--- src/rtl/riscv_pkg.sv ---
// Shared RISC-V pipeline types: ALU opcodes, datapath widths and ID/EX control bundle.
package riscv_pkg;

  localparam int XLEN       = 32;
  localparam int REG_ADDR_W = 5;

  typedef enum logic [3:0] {
    ADD  = 4'd0,
    SUB  = 4'd1,
    SLL  = 4'd2,
    SLT  = 4'd3,
    SLTU = 4'd4,
    XOR  = 4'd5,
    SRL  = 4'd6,
    SRA  = 4'd7,
    OR   = 4'd8,
    AND  = 4'd9
  } alu_op_t;

  typedef struct packed {
    logic                  valid;
    logic                  RegWEn;
    logic                  ASel;
    logic                  BSel;
    alu_op_t               ALUSel;
    logic [REG_ADDR_W-1:0] rd_addr;
  } idex_ctrl_t;

endpackage

--- src/rtl/id_ex_operand_stage_fwd_mux.sv ---
// Per-operand forwarding mux: EX/MEM beats MEM/WB, x0 is never forwarded.
module fwd_mux #(
  parameter int nbit = 32,
  parameter int rbit = 5
) (
  input  logic [rbit-1:0] rs_addr,
  input  logic [nbit-1:0] rs_data,
  input  logic            exm_valid,
  input  logic            exm_RegWEn,
  input  logic [rbit-1:0] exm_rd_addr,
  input  logic [nbit-1:0] exm_result,
  input  logic            wb_valid,
  input  logic            wb_RegWEn,
  input  logic [rbit-1:0] wb_rd_addr,
  input  logic [nbit-1:0] wb_data,
  output logic [nbit-1:0] fwd_data
);

  logic rs_nonzero;
  logic exm_hit;
  logic wb_hit;

  assign rs_nonzero = (rs_addr != '0);
  assign exm_hit    = exm_valid & exm_RegWEn & (exm_rd_addr == rs_addr) & rs_nonzero;
  assign wb_hit     = wb_valid & wb_RegWEn & (wb_rd_addr == rs_addr) & rs_nonzero;

  always_comb begin
    fwd_data = rs_data;
    if (exm_hit) begin
      fwd_data = exm_result;
    end else if (wb_hit) begin
      fwd_data = wb_data;
    end
  end

endmodule

--- src/rtl/id_ex_operand_stage.sv ---
// ID/EX pipeline register with RAW forwarding from EX/MEM and MEM/WB; feeds the ALU.
module id_ex_operand_stage
  import riscv_pkg::*;
#(
  parameter int nbit = 32,
  parameter int rbit = 5
) (
  input  logic            clk,
  input  logic            rst,
  input  logic            stall,
  input  logic            flush,
  input  logic            id_valid,
  input  logic [nbit-1:0] id_pc,
  input  logic [nbit-1:0] id_rs1_data,
  input  logic [nbit-1:0] id_rs2_data,
  input  logic [nbit-1:0] id_imm,
  input  logic [rbit-1:0] id_rs1_addr,
  input  logic [rbit-1:0] id_rs2_addr,
  input  logic [rbit-1:0] id_rd_addr,
  input  alu_op_t         id_ALUSel,
  input  logic            id_ASel,
  input  logic            id_BSel,
  input  logic            id_RegWEn,
  input  logic            exm_valid,
  input  logic            exm_RegWEn,
  input  logic [rbit-1:0] exm_rd_addr,
  input  logic [nbit-1:0] exm_result,
  input  logic            wb_valid,
  input  logic            wb_RegWEn,
  input  logic [rbit-1:0] wb_rd_addr,
  input  logic [nbit-1:0] wb_data,
  output logic [nbit-1:0] in1,
  output logic [nbit-1:0] in2,
  output alu_op_t         ALUSel,
  output logic            ex_valid,
  output logic [nbit-1:0] ex_pc,
  output logic [nbit-1:0] ex_rs2_fwd,
  output logic [rbit-1:0] ex_rd_addr,
  output logic            ex_RegWEn
);

  idex_ctrl_t      ctrl_q;
  logic [nbit-1:0] pc_q;
  logic [nbit-1:0] imm_q;
  logic [nbit-1:0] rs1_data_q;
  logic [nbit-1:0] rs2_data_q;
  logic [rbit-1:0] rs1_addr_q;
  logic [rbit-1:0] rs2_addr_q;
  logic [nbit-1:0] fwd_rs1;
  logic [nbit-1:0] fwd_rs2;

  // Flush beats stall; a stall refreshes operand values from the forwarding
  // network so a producer retiring mid-stall is not lost once it leaves WB.
  always_ff @(posedge clk or posedge rst) begin
    if (rst) begin
      ctrl_q     <= '0;
      pc_q       <= '0;
      imm_q      <= '0;
      rs1_data_q <= '0;
      rs2_data_q <= '0;
      rs1_addr_q <= '0;
      rs2_addr_q <= '0;
    end else if (flush) begin
      ctrl_q     <= '0;
      pc_q       <= '0;
      imm_q      <= '0;
      rs1_data_q <= '0;
      rs2_data_q <= '0;
      rs1_addr_q <= '0;
      rs2_addr_q <= '0;
    end else if (stall) begin
      rs1_data_q <= fwd_rs1;
      rs2_data_q <= fwd_rs2;
    end else begin
      ctrl_q.valid   <= id_valid;
      ctrl_q.RegWEn  <= id_RegWEn & id_valid;
      ctrl_q.ASel    <= id_ASel;
      ctrl_q.BSel    <= id_BSel;
      ctrl_q.ALUSel  <= id_ALUSel;
      ctrl_q.rd_addr <= id_rd_addr;
      pc_q           <= id_pc;
      imm_q          <= id_imm;
      rs1_data_q     <= id_rs1_data;
      rs2_data_q     <= id_rs2_data;
      rs1_addr_q     <= id_rs1_addr;
      rs2_addr_q     <= id_rs2_addr;
    end
  end

  fwd_mux #(.nbit(nbit), .rbit(rbit)) u_fwd_rs1 (
    .rs_addr     (rs1_addr_q),
    .rs_data     (rs1_data_q),
    .exm_valid   (exm_valid),
    .exm_RegWEn  (exm_RegWEn),
    .exm_rd_addr (exm_rd_addr),
    .exm_result  (exm_result),
    .wb_valid    (wb_valid),
    .wb_RegWEn   (wb_RegWEn),
    .wb_rd_addr  (wb_rd_addr),
    .wb_data     (wb_data),
    .fwd_data    (fwd_rs1)
  );

  fwd_mux #(.nbit(nbit), .rbit(rbit)) u_fwd_rs2 (
    .rs_addr     (rs2_addr_q),
    .rs_data     (rs2_data_q),
    .exm_valid   (exm_valid),
    .exm_RegWEn  (exm_RegWEn),
    .exm_rd_addr (exm_rd_addr),
    .exm_result  (exm_result),
    .wb_valid    (wb_valid),
    .wb_RegWEn   (wb_RegWEn),
    .wb_rd_addr  (wb_rd_addr),
    .wb_data     (wb_data),
    .fwd_data    (fwd_rs2)
  );

  assign in1        = ctrl_q.ASel ? pc_q : fwd_rs1;
  assign in2        = ctrl_q.BSel ? imm_q : fwd_rs2;
  assign ex_rs2_fwd = fwd_rs2;
  assign ALUSel     = ctrl_q.ALUSel;
  assign ex_valid   = ctrl_q.valid;
  assign ex_RegWEn  = ctrl_q.RegWEn;
  assign ex_rd_addr = ctrl_q.rd_addr;
  assign ex_pc      = pc_q;

endmodule
--- config.mk ---
export PLATFORM = sky130hd
export DESIGN_NAME = id_ex_operand_stage
export DESIGN_NICKNAME = d
export VERILOG_FILES = /design/src/rtl/riscv_pkg.sv /design/src/rtl/id_ex_operand_stage_fwd_mux.sv /design/src/rtl/id_ex_operand_stage.sv
export SDC_FILE = /design/constraint.sdc
export NUM_CORES = 1
export LEC_CHECK = 0
export CORE_ASPECT_RATIO = 0.7
export CORE_UTILIZATION = 45
export CTS_BUF_LIST = sky130_fd_sc_hd__clkbuf_2
export DETAILED_ROUTE_END_ITERATION = 10
export PLACE_DENSITY = 0.89
export RECOVER_POWER = 25
export SLEW_MARGIN = 10
export SYNTH_ARGS = -nofsm -noshare
export SYNTH_HDL_FRONTEND = slang
export SYNTH_SLANG_ARGS = --single-unit
--- constraint.sdc ---
create_clock -name clk -period 6.74 [get_ports clk]
set_clock_uncertainty 0.1 [all_clocks]
set_input_delay 1.011 -clock clk [delete_from_list [all_inputs] [get_ports clk]]
set_output_delay 1.011 -clock clk [all_outputs]
set_load 0.1 [all_outputs]
Yosys cells after proc, flatten, opt, wreduce, memory -nomap -nowiden
Cells that the tools add are included.
{"block": "word_totals", "in_bits": 233, "regBits": 151}
{"block": "op_classes", "muxes": 20, "reduce_logical": 2, "n_eq_ne": 5, "n_bitwise": 11}
{"operator": "2-to-1 mux 32 bit", "n": 14}
{"operator": "2-to-1 mux 13 bit", "n": 2}
{"operator": "== test 5 bit", "n": 4}
{"operator": "2-to-1 mux 5 bit", "n": 4}
{"operator": "bitwise AND 1 bit", "n": 11}
{"operator": "nonzero test 5 bit", "n": 2}
{"operator": "!= test 2 x 1 -> 1 bit (second input constant)", "n": 1}

Longest topological paths before layout
{"block": "depth", "ltp_word": 7, "ltp_mapped": 8, "ltp_nobuf": 5}

Cells and area by module
A second synthesis with hierarchy kept.
{"block": "hier_totals", "cells_unflattened": 922, "area_unflattened_um2": 8946.1}
{"module": "id_ex_operand_stage", "seq_area_each_um2": 3778.6, "instances": 1, "cells_each": 570, "area_each_um2": 6921.6}
{"module": "fwd_mux", "seq_area_each_um2": 0.0, "instances": 2, "cells_each": 176, "area_each_um2": 1012.2}

Worst setup path after synthesis
No wires, ideal clock.
{"block": "synth_timing", "kind": "input -> output", "start": "input port exm_rd_addr[1]", "end": "output port in1[21]", "cell_stages": 6, "arrival_time_ns": 4.445, "n_path_buf": 1, "required_ns": 5.629, "path_slack_ns": 1.184, "path_cell_list": "inv_1 > a221o_1 > nor4_2 > clkbuf_1 > a221oi_1 > o31ai_1"}
{"block": "synth_between", "elab_chain_len": 5}
{"element": "start: declaration", "line_no": "id_ex_operand_stage.sv:26", "text": "input logic [rbit-1:0] exm_rd_addr,"}
{"element": "== test 5 bit", "line_no": "id_ex_operand_stage_fwd_mux.sv:24", "text": "assign exm_hit = exm_valid & exm_RegWEn & (exm_rd_addr == rs_addr) & rs_nonzero;"}
{"element": "bitwise AND 1 bit (2 in series)", "line_no": "id_ex_operand_stage_fwd_mux.sv:24"}
{"element": "2-to-1 mux 32 bit", "line_no": "id_ex_operand_stage_fwd_mux.sv:29", "text": "if (exm_hit) begin"}
{"element": "2-to-1 mux 32 bit", "line_no": "id_ex_operand_stage.sv:118", "text": "assign in1 = ctrl_q.ASel ? pc_q : fwd_rs1;"}
{"element": "end: declaration", "line_no": "id_ex_operand_stage.sv:32", "text": "output logic [nbit-1:0] in1,"}
No other way between the ends.

Final worst setup path
{"block": "layout_timing", "start": "register rs1_addr_q[1]", "end": "output port in1[30]"}
{"block": "layout_between", "elab_chain_len": 6}
{"element": "start: declaration", "line_no": "id_ex_operand_stage.sv:47", "text": "logic [rbit-1:0] rs1_addr_q;"}
{"element": "start signal: assignment", "line_no": "id_ex_operand_stage.sv:85", "text": "rs1_addr_q <= id_rs1_addr;"}
{"element": "== test 5 bit", "line_no": "id_ex_operand_stage_fwd_mux.sv:25", "text": "assign wb_hit = wb_valid & wb_RegWEn & (wb_rd_addr == rs_addr) & rs_nonzero;"}
{"element": "bitwise AND 1 bit (2 in series)", "line_no": "id_ex_operand_stage_fwd_mux.sv:25"}
{"element": "2-to-1 mux 32 bit", "line_no": "id_ex_operand_stage_fwd_mux.sv:31", "text": "end else if (wb_hit) begin"}
{"element": "2-to-1 mux 32 bit (*)", "line_no": "id_ex_operand_stage_fwd_mux.sv:29"}
{"element": "2-to-1 mux 32 bit (*)", "line_no": "id_ex_operand_stage.sv:118"}
Every way passes the cells marked *; elsewhere a longest branch is shown, timed or not.

==> flow_summary.ini <==
[outcome]
status = finished, violations left
violations = capacitance limit, slew limit

[global_route]
overflow = 0
grt_pass1_vias = 9125
antenna_found_initial = 1
grt_pass1_wl_um = 50900
grt_max_degree = 91
globalRouteTotalUtil_pct = 33.3

[detailed_routing]
drt-met1-wl_um = 13200
drcViolationCount = 0
vias = 9075
drt-initial-drc-count = 1238
wl_met2_um = 15600
wl_met3_um = 3770
first_pass_iters = 6
top_layer_used = met4
wl_per_cell_um = 22.9
drtAntennaViolNets = 0
wl_um = 33700
viasPerCell = 6.18

[floorplanning]
core_um2 = 19000
ios = 372
die_x_um = 169
placementRows = 42
die_height_um = 119
dieArea_um2 = 20200
initial_core_util_pct = 46.3

[synth]
async_flop_share_pct = 100
ys_types = 39
synth_seq_cells = 151
synth_cells = 887
synth_edf_count = 0
ys_warn_count = 0
syn_area_per_cell_um2 = 9.94
synth_fp_nets = 1120
synthesis.area_um2 = 8810
ys_seq_area_share_pct = 42.9
synth_ff_type = dfrtp_1

[power]
p_per_area_nw_per_um2 = 206
p_leak_uw = 0.00549
vdd_drop_max_mv = 0.134

[sta]
hold_viol = 0
period_share_pct = 86.9
rsz0062_at_grt = no
setup_viol = 0
setup_slack_ns = 0.886
relSlewSlack_pct = -168
period_needed_ns = 5.85
holdWs_ns = 0.448
finalMaxSlewViolations = 138
tns_ns = 0
fmax_ghz = 0.171
worst_pin_slew_ns = 3.99

[layout]
mostFrequentLayoutCells = clkdlybuf4s50_1 (278), dfrtp_1 (149), nor2_1 (120)
synthToLayoutAreaGrowth_pct = 42.4
num-fill-cells = 1491
fin_util_pct = 66.0
drive_above_1_share_pct = 19.6
final_common_cell = clkdlybuf4s50_1
final_net_count = 1425

[clock_network]
holdBufCountCts = 0
cts_root_buf = clkbuf_2
cts.sinks = 151
post_cts.repair.setup_buffers = 0
htree_levels = 4
path_clk_slew_ns = 0.21
post_cts_resized = 0
cts_buffers = 17
clock_path_buffers = 2
tritoncts = yes
clock_latency_ns = 0.78

[flow_run]
maxCapViolCount = 2

[placed_design]
globalplace.congestion = 0.907
pre_cts_ws_ns = 1.19
post-dp-hpwl_um = 22900
numPortBuffers = 371

[setup_path]
start_kind = flip-flop
crit_fanout = 32
critical_path_class = reg -> out
worstPathArrival_ns = 4.74
cp-end-kind = output port
cp.required_ns = 5.63

[hold_path]
hp-class = reg -> reg
==> registers in the layout (all words and copies together) (netlist names) <==
name	cells
rs1_addr_q	5
ctrl_q	2
rs2_data_q	32
ex_valid	1
rs1_data_q	32
ex_rd_addr	5
ex_pc	32
ex_RegWEn	1
ALUSel	4
imm_q	32
rs2_addr_q	5
==> power by group <==
part	internal (uW)	switching [uW]
registers	959	39.4
clock network	209	353
logic	315	707
total	1480	1100
==> worst paths after layout <==
check / endpoint / startpoint / cells past startpoint / slack, ns
worst max-delay path: in1[30] / rs1_addr_q[1] / 6 / 0.89
worst max register to register: rs2_data_q[1] / rs2_addr_q[3] / 5 / 3.74
worst min-delay path: imm_q[12] / imm_q[12] / 2 / 0.45
max in group asynchronous: ctrl_q[9] / rst / 3 / 2.65
min in group asynchronous: ex_pc[0] / rst / 2 / 1.73
worst min register to register: imm_q[12] / imm_q[12] / 2 / 0.45
==> critical path, cell delays in order (launching register included) <==
cell,delay (ns)
dfrtp_1,0.51
or4_1,0.60
o211ai_2,0.25
or3_2,0.83
a221oi_1,0.23
o31ai_1,0.33
clkdlybuf4s50_1,1.20
==> synth_stat cells, types with 2 or more instances <==
cell      instances  area (um^2)
nand3_1          34          170
nor2_1          122          458
o31ai_1          64          480
a221oi_1         12          105
xnor2_1          15          131
nor2b_1           2         12.5
o21ai_1           2         10.0
a31oi_2          31          388
buf_1             5         18.8
or4_4             2         22.5
mux2_2           32          360
or3_1             2         12.5
buf_4            14          105
nor4_1           32          200
buf_6             5         56.3
xor2_1            3         26.3
a22o_1           32          280
mux2i_1          85          851
clkbuf_1         56          210
buf_2            19         95.1
nand2_1          67          251
inv_1             3         11.3
dfrtp_1         151         3780
o21ai_0          30          150
o211ai_2          2         25.0
and3_1           32          200
or4_1             2         15.0
a221oi_2         20          300
==> final cells by class <==
type / count / area [um^2] / share of cell area, %
multi-input combinational: 634 / 4600 / 36.6
sequential: 151 / 3780 / 30.1
timing repair buffer: 385 / 3580 / 28.6
tap: 264 / 330 / 2.63
clock inverter: 12 / 153 / 1.22
clock buffer: 19 / 95.1 / 0.757
inverter: 3 / 12.5 / 0.0997
antenna: 1 / 2.50 / 0.0199
==> kinds of logic after synthesis <==
logic type	synth area share, %
AO/OA/AOI/OAI	20.3
XOR/XNOR	1.79
buffers and inverters	5.64
flip-flops	42.9
multiplexers	13.7
AND/OR/NAND/NOR	15.7
==> stage by stage <==
step           std cells  instance area (um^2)  total power [uW]
2_1_floorplan        887                  8810              1700
3_3_place_gp        1437                 12300              2010
3_5_place_dp        1437                 12300              2020
4_1_cts             1468                 12600              2570
5_1_grt             1469                 12600              2660
6_report            1469                 12600              2580
==> routing by layer <==
layer,up-vias,track usage [%]
met2,684,52.4
met4,0,14.4
met3,103,10.1
met1,4398,42.2
met5,-,0
li1,3890,-
(Power assumes the default switching activity.)
